File: config.mk
export PLATFORM = sky130hd
export DESIGN_NAME = vx_tag_flush_ctrl
export DESIGN_NICKNAME = d
export VERILOG_FILES = /design/src/rtl/vx_tag_flush_ctrl.sv
export SDC_FILE = /design/constraint.sdc
export NUM_CORES = 1
export LEC_CHECK = 0
export BUFFER_PORTS_ARGS = -buffer_cell sky130_fd_sc_hd__buf_2
export CORE_AREA = 2 2 39 41
export CTS_CLUSTER_DIAMETER = 80
export DETAILED_ROUTE_END_ITERATION = 10
export DIE_AREA = 0 0 41 43
export GPL_TIMING_DRIVEN = 0
export HOLD_SLACK_MARGIN = 0.05
export SLEW_MARGIN = 20
export SYNTH_ARGS = -nofsm -noshare
export SYNTH_HDL_FRONTEND = slang
export SYNTH_SLANG_ARGS = --single-unit
File: constraint.sdc
create_clock -name clk -period 3.5 [get_ports clk]
set_input_delay 0.35 -clock clk [delete_from_list [all_inputs] [get_ports clk]]
set_output_delay 0.35 -clock clk [all_outputs]
set_load 0.02 [all_outputs]
File: src/rtl/vx_tag_flush_ctrl.sv
// Per-bank tag-store invalidation sequencer: walks every line issuing one
// flush write per line after reset and on each accepted full-flush request.
module vx_tag_flush_ctrl #(
  parameter int CACHE_ID       = 0,
  parameter int BANK_ID        = 0,
  parameter int LINES_PER_BANK = 64,
  localparam int LINE_SEL_BITS = (LINES_PER_BANK > 1) ? $clog2(LINES_PER_BANK) : 1
) (
  input  logic                     clk,
  input  logic                     reset,
  input  logic                     flush_req_valid,
  output logic                     flush_req_ready,
  input  logic                     pipe_idle,
  input  logic                     stall,
  output logic                     flush,
  output logic [LINE_SEL_BITS-1:0] flush_addr,
  output logic                     busy,
  output logic                     done
);

  typedef enum logic [2:0] {
    S_INIT,
    S_IDLE,
    S_DRAIN,
    S_WALK,
    S_DONE
  } state_t;

  localparam logic [LINE_SEL_BITS-1:0] LAST_IDX = LINE_SEL_BITS'(LINES_PER_BANK - 1);

  state_t                   state_q, state_d;
  logic [LINE_SEL_BITS-1:0] idx_q, idx_d;

  always_ff @(posedge clk or negedge reset) begin
    if (!reset) begin
      state_q <= S_INIT;
      idx_q   <= '0;
    end else begin
      state_q <= state_d;
      idx_q   <= idx_d;
    end
  end

  always_comb begin
    state_d = state_q;
    idx_d   = idx_q;
    unique case (state_q)
      // Pipeline is empty out of reset, so the first walk skips the drain.
      S_INIT: begin
        state_d = S_WALK;
        idx_d   = '0;
      end
      S_IDLE: begin
        if (flush_req_valid) begin
          state_d = S_DRAIN;
          idx_d   = '0;
        end
      end
      S_DRAIN: begin
        if (pipe_idle) state_d = S_WALK;
      end
      S_WALK: begin
        if (!stall) begin
          if (idx_q == LAST_IDX) state_d = S_DONE;
          else                   idx_d   = idx_q + LINE_SEL_BITS'(1);
        end
      end
      S_DONE: begin
        state_d = S_IDLE;
        idx_d   = '0;
      end
      default: begin
        state_d = S_INIT;
        idx_d   = '0;
      end
    endcase
  end

  always_comb begin
    flush           = (state_q == S_WALK);
    flush_addr      = idx_q;
    busy            = (state_q != S_IDLE);
    done            = (state_q == S_DONE);
    flush_req_ready = (state_q == S_IDLE);
  end

  always_ff @(posedge clk) begin
    if (reset && state_q == S_DONE)
      assert (idx_q == LAST_IDX)
        else $error("tag flush cache %0d bank %0d: walk ended off the last line", CACHE_ID, BANK_ID);
  end

endmodule

After elaboration in Yosys (flattened, before gate mapping)
Index checks and enable logic that the tools add are counted.

Register bits: 9. Bits of input ports: 5. Output and inout bits: 10. Logic and storage cells: 27.

Add/sub/neg operators: 1. Equal/unequal tests: 11. Muxes and demuxes: 9. Bitwise gates (word level): 1. Reductions and logical operators: 3.

Operators with widths (number): $mux W6 (3); $pmux W6 S3 (1); $pmux W3 S5 (1); $mux W3 (4); $ne A2 B2 Y1 const B (4); $reduce_and A4 Y1 (2); $add A6 B1 Y6 const B (1); $eq A3 B2 Y1 const B (2); $eq A6 B6 Y1 const B (1); $eq A3 B1 Y1 const B (1); $eq A3 B3 Y1 const B (1); $logic_not A3 Y1 (1); $ne A3 B1 Y1 const B (1); $ne A2 B1 Y1 const B (1); $not A1 Y1 (1).

Depth between registers and ports, before layout
Gate-level depths: netlist (run 1).

Depth after elaboration: 4. Depth in mapped cells: 6. Mapped depth without buffers: 5.

Least setup slack after synthesis (run 1)
Ideal clock, no wire load.

Path kind: register to register. From: register idx_q[0], in the netlist flush_addr[0]. To: register idx_q[1], in the netlist flush_addr[1]. Library setup time: 120 ps. Arrival time: 1643 ps. Slack: 1738 ps. Cell stages (with the launch flop): 7. Path buffers: 1. Cell sequence: dfrtp_1 ha_1 nand3_1 or3_1 buf_6 and4_4 a31o_1.

Cells in the longest elaborated chain, start to end: 4. Elaborated cells between the ends (all ways): 7. Classes of those cells: add/sub (1); eq/ne (2); mux (3); reduce/logical (1).

Ends and longest elaborated chain: start: declaration (RTL line 32) `logic [LINE_SEL_BITS-1:0] idx_q, idx_d;`; start signal: assignment (RTL line 40) `idx_q <= idx_d;`; $add A6 B1 Y6 (RTL line 65) `else idx_d = idx_q + LINE_SEL_BITS'(1);`; $mux W6 (RTL line 64) `if (idx_q == LAST_IDX) state_d = S_DONE;`; $mux W6 (RTL line 63) `if (!stall) begin`; $pmux W6 S3 (RTL line 47) `unique case (state_q)`.

Several ways; a longest one is shown, not always the timed one. The select of a mux whose other input is x is not followed. A chain may end at the register's enable or synchronous reset.

Worst setup path after layout (run 1)
From: register idx_q[0], in the netlist flush_addr[0]. To: register idx_q[0], in the netlist flush_addr[0].

Same word-level chain as after synthesis.

==> impl_metrics.tcl, run 1 <==
set metrics [dict create \
    area_delta_synth_final_pct 24.05 \
    cts_resized 0 \
    crit_path_max_incr_delay_ns 0.40 \
    synth_fa_ha_area_share_pct 2.381 \
    yosysMostFrequentCell "dfrtp_1" \
    syn_area_per_cell_um2 9.384 \
    hpwl_um 797.8 \
    synth_area_leader_cell "dfrtp_1" \
    ant_nets 0 \
    rsz0062_at_grt "false" \
    start_util_pct 37.97 \
    fp.coreArea_um2 1384 \
    cts_buffers 3 \
    status "finished clean" \
    cp-end-kind "register" \
    use_met2_pct 18.44 \
    rows 14 \
    synthMuxAreaShare_pct 2.143 \
    place.gp.congestion 0.7344 \
    cp_top_family "simple AND/OR/NAND/NOR gates" \
    grt_usage_pct 13.75 \
    syn_inst 56 \
    cts_buffer_depth 2 \
    slowest_stage "dfrtp_1" \
    cp.buffers_inverters 1 \
    maxCapViolations 0 \
    cts.sinks 9 \
    finalHoldViolCount 0 \
    port_buffers 14 \
    multi_input_comb_area_um2 269.0 \
    netlist.area_leader.share_pct 42.86 \
    regArea_um2 225.2 \
    powerDensity_nw_per_um2 841.7 \
    post_synth_num_cell_types 28 \
    wl_per_cell_um 12.04 \
    tns_ns 0 \
    dr.pass1.iters 4 \
    cp.depth 6 \
    place_area_um2 615.6 \
    fin_util_pct 47.11 \
    crit_end "flush_addr[0]" \
    grt_pass1_wl_um 1662 \
    finalPower_uw 548.7 \
    fmax_ghz 0.5787 \
    clkLatencyLatePin_ns 0.26 \
    rr_startpoint "flush_addr[0]" \
    grt_start_max_net_pins 10 \
    path_cells "ha_1 > nand3_1 > or3_1 > buf_6 > a21oi_2 > a22o_1" \
    p_leak_nw 0.3003 \
    diodes 0 \
    overflow 0 \
    critPathLaunch "flush_addr[0]" \
    synth_area_leaders "dfrtp_1, a211o_1, nor3b_1, nor3_1, nand3_1" \
    drc_errors 0 \
    synth-edff-count 0 \
    grt_pass1_vias 389 \
    postCtsHoldBufs 1 \
    timing_worst_setup_path_type "register to register" \
    synthFlopType "dfrtp_1" \
    dieArea_um2 1763 \
    fin_nets 82 \
    grt_busiest_layer "met1" \
    viasPerCell 5.253 \
    regToRegEndpoint "flush_addr[0]" \
    syn-cell-area_um2 525.5 \
    synth_top_cells_by_count "dfrtp_1, nand2_1, nor3_1" \
    ios 15 \
    drtIter0Drc 12 \
    antenna_found_initial 0 \
    fillCellCount 144 \
    post-route-min-period_ns 1.728 \
    cts.htree.levels 1 \
    ys_seq_area_share_pct 42.86 \
    cts-root-buf "clkbuf_4" \
    setup_viol 0 \
    worst_ep_required_time_ns 3.70 \
    fin_worst_skew_ns 0.002206 \
    hold_class "input port to register" \
    critPathLaunchType "register" \
    stdcell_count 91 \
    arrival_ns 1.92 \
    yosys.area_share.xor_xnor_pct 0 \
    slew_violations 0 \
    placed_cells 86 \
    tightest_slew_ns 0.4005 \
    tritoncts "built" \
    die_height_um 43 \
    reg2reg_slack_ns 1.77 \
    synth_compound_area_share_pct 20.00 \
    design_area_um2 651.9 \
    yosys_warnings 0 \
    cp_max_fo 6 \
    grt_use_met3_pct 3.141 \
    synth-simple-area-share_pct 26.67 \
    drive_gt1_share_pct 34.67 \
    dieWidth_um 41 \
    syn-num-nets 62 \
    post-cts-setup-buffers 0 \
    async_reset_ff_share_pct 100.0 \
    relSlewSlack_pct 73.24 \
    max-vdd-ir-drop_mv 0.4372 \
    synth_top_family_by_area "simple AND/OR/NAND/NOR gates" \
    wirelength_um 1096 \
    clkTransAtPathRegs_ns 0.06 \
    ys_seq_elements 9 \
    use_met1_pct 20.54 \
    timing.final.crit_share_pct 49.37 \
    vias 478 \
    reg2reg_depth 6 \
]
## worst min path at each step
stage                     slack, ns             to  cells past startpoint  start
after floorplan                0.05  flush_addr[0]                      0  reset
after global placement         0.21     state_q[0]                      1  reset
after detailed placement       0.22     state_q[1]                      1  reset
after CTS                      0.29     state_q[2]                      2  stall
after global routing           0.30     state_q[2]                      2  stall
final                          0.29     state_q[2]                      2  stall
## layer usage
metal	wire length [um]	share of wire, %
met5	0	0
met4	13	1.2
met3	55	5.0
met2	471	43
met1	556	51
## cell type report
| type | instances | share of cell area, % |
|---|---|---|
| tap | 16 | 3.071 |
| sequential | 9 | 34.55 |
| multi-input combinational | 41 | 41.27 |
| clock buffer | 4 | 4.031 |
| timing repair buffer | 15 | 12.28 |
| buffer | 2 | 2.495 |
| inverter | 4 | 2.303 |
## power breakdown
| group | switching [mW] | internal [mW] |
|---|---|---|
| sequential | 0.0407 | 0.142 |
| combinational | 0.157 | 0.129 |
| clock | 0.0357 | 0.0439 |
| total | 0.234 | 0.315 |
## stage by stage
stage | hold slack [ns] | setup WS, ns
floorplan | 0.05441 | 1.738
global placement | 0.2137 | 1.783
detailed placement | 0.2152 | 1.803
CTS | 0.2901 | 1.775
global route | 0.2970 | 1.684
finish | 0.2865 | 1.772
## registers in the layout, summed over array words and instances (netlist names)
register and count:
flush_addr 6, state_q 3
## logic make-up after synthesis
kind of cell / count (synthesis)
AOI/OAI and AO/OA: 14
adders and majority gates: 1
buffers and inverters: 6
DFF: 9
muxes: 1
and+or+nand+nor: 25
## placed cells by master, fill, tap and decap left out, types with 2 or more instances in the layout
cell type and count:
clkbuf_4 3, buf_2 14, dfrtp_1 9, nand3_1 3
nand2_1 4, a21oi_1 2, and3_1 2, nor2_1 3
or2_2 2, a211o_1 3, nor3b_1 3, nor3_1 4
inv_1 3, o21ai_0 2
No activity file was read; power rests on OpenSTA's default activity.
==> run 2: changes to the inputs <==
Clock period 3.5 ns to 1.7 ns, I/O delays scaled along.
==> impl_metrics.tcl, run 2 (synthesis gave the netlist of run 1 again) <==
set metrics [dict create \
    status "finished clean" \
    hold_class "input port to register" \
    cts_buffers 3 \
    regToRegEndpoint "flush_addr[1]" \
    clkTransAtPathRegs_ns 0.06 \
    finalHoldViolCount 0 \
    worst_ep_required_time_ns 1.84 \
    critPathLaunchType "register" \
    setup_viol 0 \
    fmax_ghz 0.6015 \
    min_to "state_q[2]" \
    slew_violations 0 \
    cp_max_fo 6 \
    fin_nets 82 \
    viasPerCell 5.275 \
    wl_per_cell_um 12.46 \
    grt_start_max_net_pins 10 \
    clkLatencyLatePin_ns 0.26 \
    fin_worst_skew_ns 0.004549 \
    vias 480 \
    diodes 0 \
    ant_nets 0 \
    cts_buffer_depth 2 \
    dieWidth_um 41 \
    rr_startpoint "flush_addr[0]" \
    min_from "stall" \
    fp.coreArea_um2 1384 \
    timing.final.crit_share_pct 97.80 \
    dr.pass1.iters 4 \
    grt_pass1_wl_um 1807 \
    cts.sinks 9 \
    final_common_cell "buf_2" \
    port_buffers 14 \
    dieArea_um2 1763 \
    min_path_cells 2 \
    reg2reg_slack_ns 0.04 \
    tightest_slew_ns 0.3950 \
    drtIter0Drc 15 \
    wirelength_um 1134 \
    ios 15 \
    p_leak_nw 0.3002 \
    placed_cells 86 \
    cts-root-buf "clkbuf_4" \
    area_delta_synth_final_pct 28.33 \
    die_height_um 43 \
    antenna_found_initial 0 \
    stdcell_count 91 \
    tritoncts "built" \
    rows 14 \
    maxCapViolations 0 \
    design_area_um2 674.4 \
    path_cells "ha_2 > nand3_2 > or3_4 > buf_6 > and4_4 > a31o_1" \
    mostFrequentLayoutCells "buf_2, dfrtp_1, nor3_1, nand2_1" \
    arrival_ns 1.80 \
    drc_errors 0 \
    hpwl_um 827.4 \
    largest_register_ffs 6 \
    timing_worst_setup_path_type "register to register" \
    reg2reg_depth 6 \
    slowest_stage "dfrtp_2" \
    place_area_um2 618.1 \
    grt_usage_pct 15.53 \
    cp-end-kind "register" \
    powerDensity_nw_per_um2 1721 \
    max-vdd-ir-drop_mv 0.8884 \
    overflow 0 \
    post-route-min-period_ns 1.663 \
    crit_path_max_incr_delay_ns 0.40 \
    place.gp.congestion 0.7357 \
    start_util_pct 37.97 \
    drive_gt1_share_pct 41.33 \
    grt_pass1_vias 436 \
    relSlewSlack_pct 73.66 \
    cts.htree.levels 1 \
]
[run 2: cell counts in the layout (fill, tap and decap cells not counted)]
No cell type changed its count.
[run 2: what timing repair did]
action                                  in CTS  in global routing
endpoints found under the setup margin       5                  2
gates resized for setup                      1                  3
buffers inserted                             0                  0
hold endpoints to repair                     9                  0
gates cloned                                 0                  0
pin swaps                                    1                  0
hold buffers                                 1                  0
[run 2: final cells by class]
| type | count | area (um^2) |
|---|---|---|
| inverter | 4 | 15.01 |
| clock buffer | 4 | 26.28 |
| fill | 136 | 709.4 |
| tap | 16 | 20.02 |
| timing repair buffer | 15 | 80.08 |
| buffer | 2 | 16.27 |
| sequential | 9 | 227.7 |
| multi-input combinational | 41 | 289.0 |
[run 2: worst max-delay path by stage]
| stage | start | depth (start not counted) | end |
|---|---|---|---|
| 6_report | flush_addr[0] | 6 | flush_addr[1] |
| 5_1_grt | flush_addr[0] | 6 | flush_addr[1] |
| 4_1_cts | flush_addr[0] | 6 | flush_addr[1] |
| 3_5_place_dp | flush_addr[0] | 6 | flush_addr[0] |
| 3_3_place_gp | flush_addr[0] | 6 | flush_addr[0] |
| 2_1_floorplan | flush_addr[0] | 6 | flush_addr[1] |
[run 2: critical path, delay by kind of cell, from the launching register on]
family                   cells  cell delay, ns
AO/OA/AOI/OAI                1            0.18
adder cells (fa/ha/maj)      1            0.21
buffers and inverters        1            0.14
flip-flops                   1            0.40
AND/OR/NAND/NOR              3            0.62
[run 2: through the flow]
stage          setup slack (ns)  hold slack (ns)  utilization (%)  total power, mW  setup TNS (ns)
4_1_cts                 0.02423          0.09772            47.83            1.160               0
5_1_grt               -0.007786          0.09024            48.73            1.265       -0.007786
3_3_place_gp           0.001051          0.03050            44.67           0.9714               0
2_1_floorplan           0.01442          -0.1256                -           0.8144               0
3_5_place_dp           -0.01717          0.03297            44.67           0.9755        -0.02512
6_report                0.03741           0.1084            48.73            1.161               0
[run 2: routing by layer]
layer / track usage, % / wire [um] / up-vias
li1: - / - / 244
met1: 20.75 / 543 / 223
met2: 21.88 / 534 / 11
met3: 3.141 / 50 / 2
met4: 10.00 / 6 / 0
met5: 0 / 0 / -
[run 2: power by group]
group | internal, mW | total, mW | switching, mW
Clock | 0.0903 | 0.162 | 0.0718
Sequential | 0.297 | 0.385 | 0.0883
Combinational | 0.279 | 0.614 | 0.335
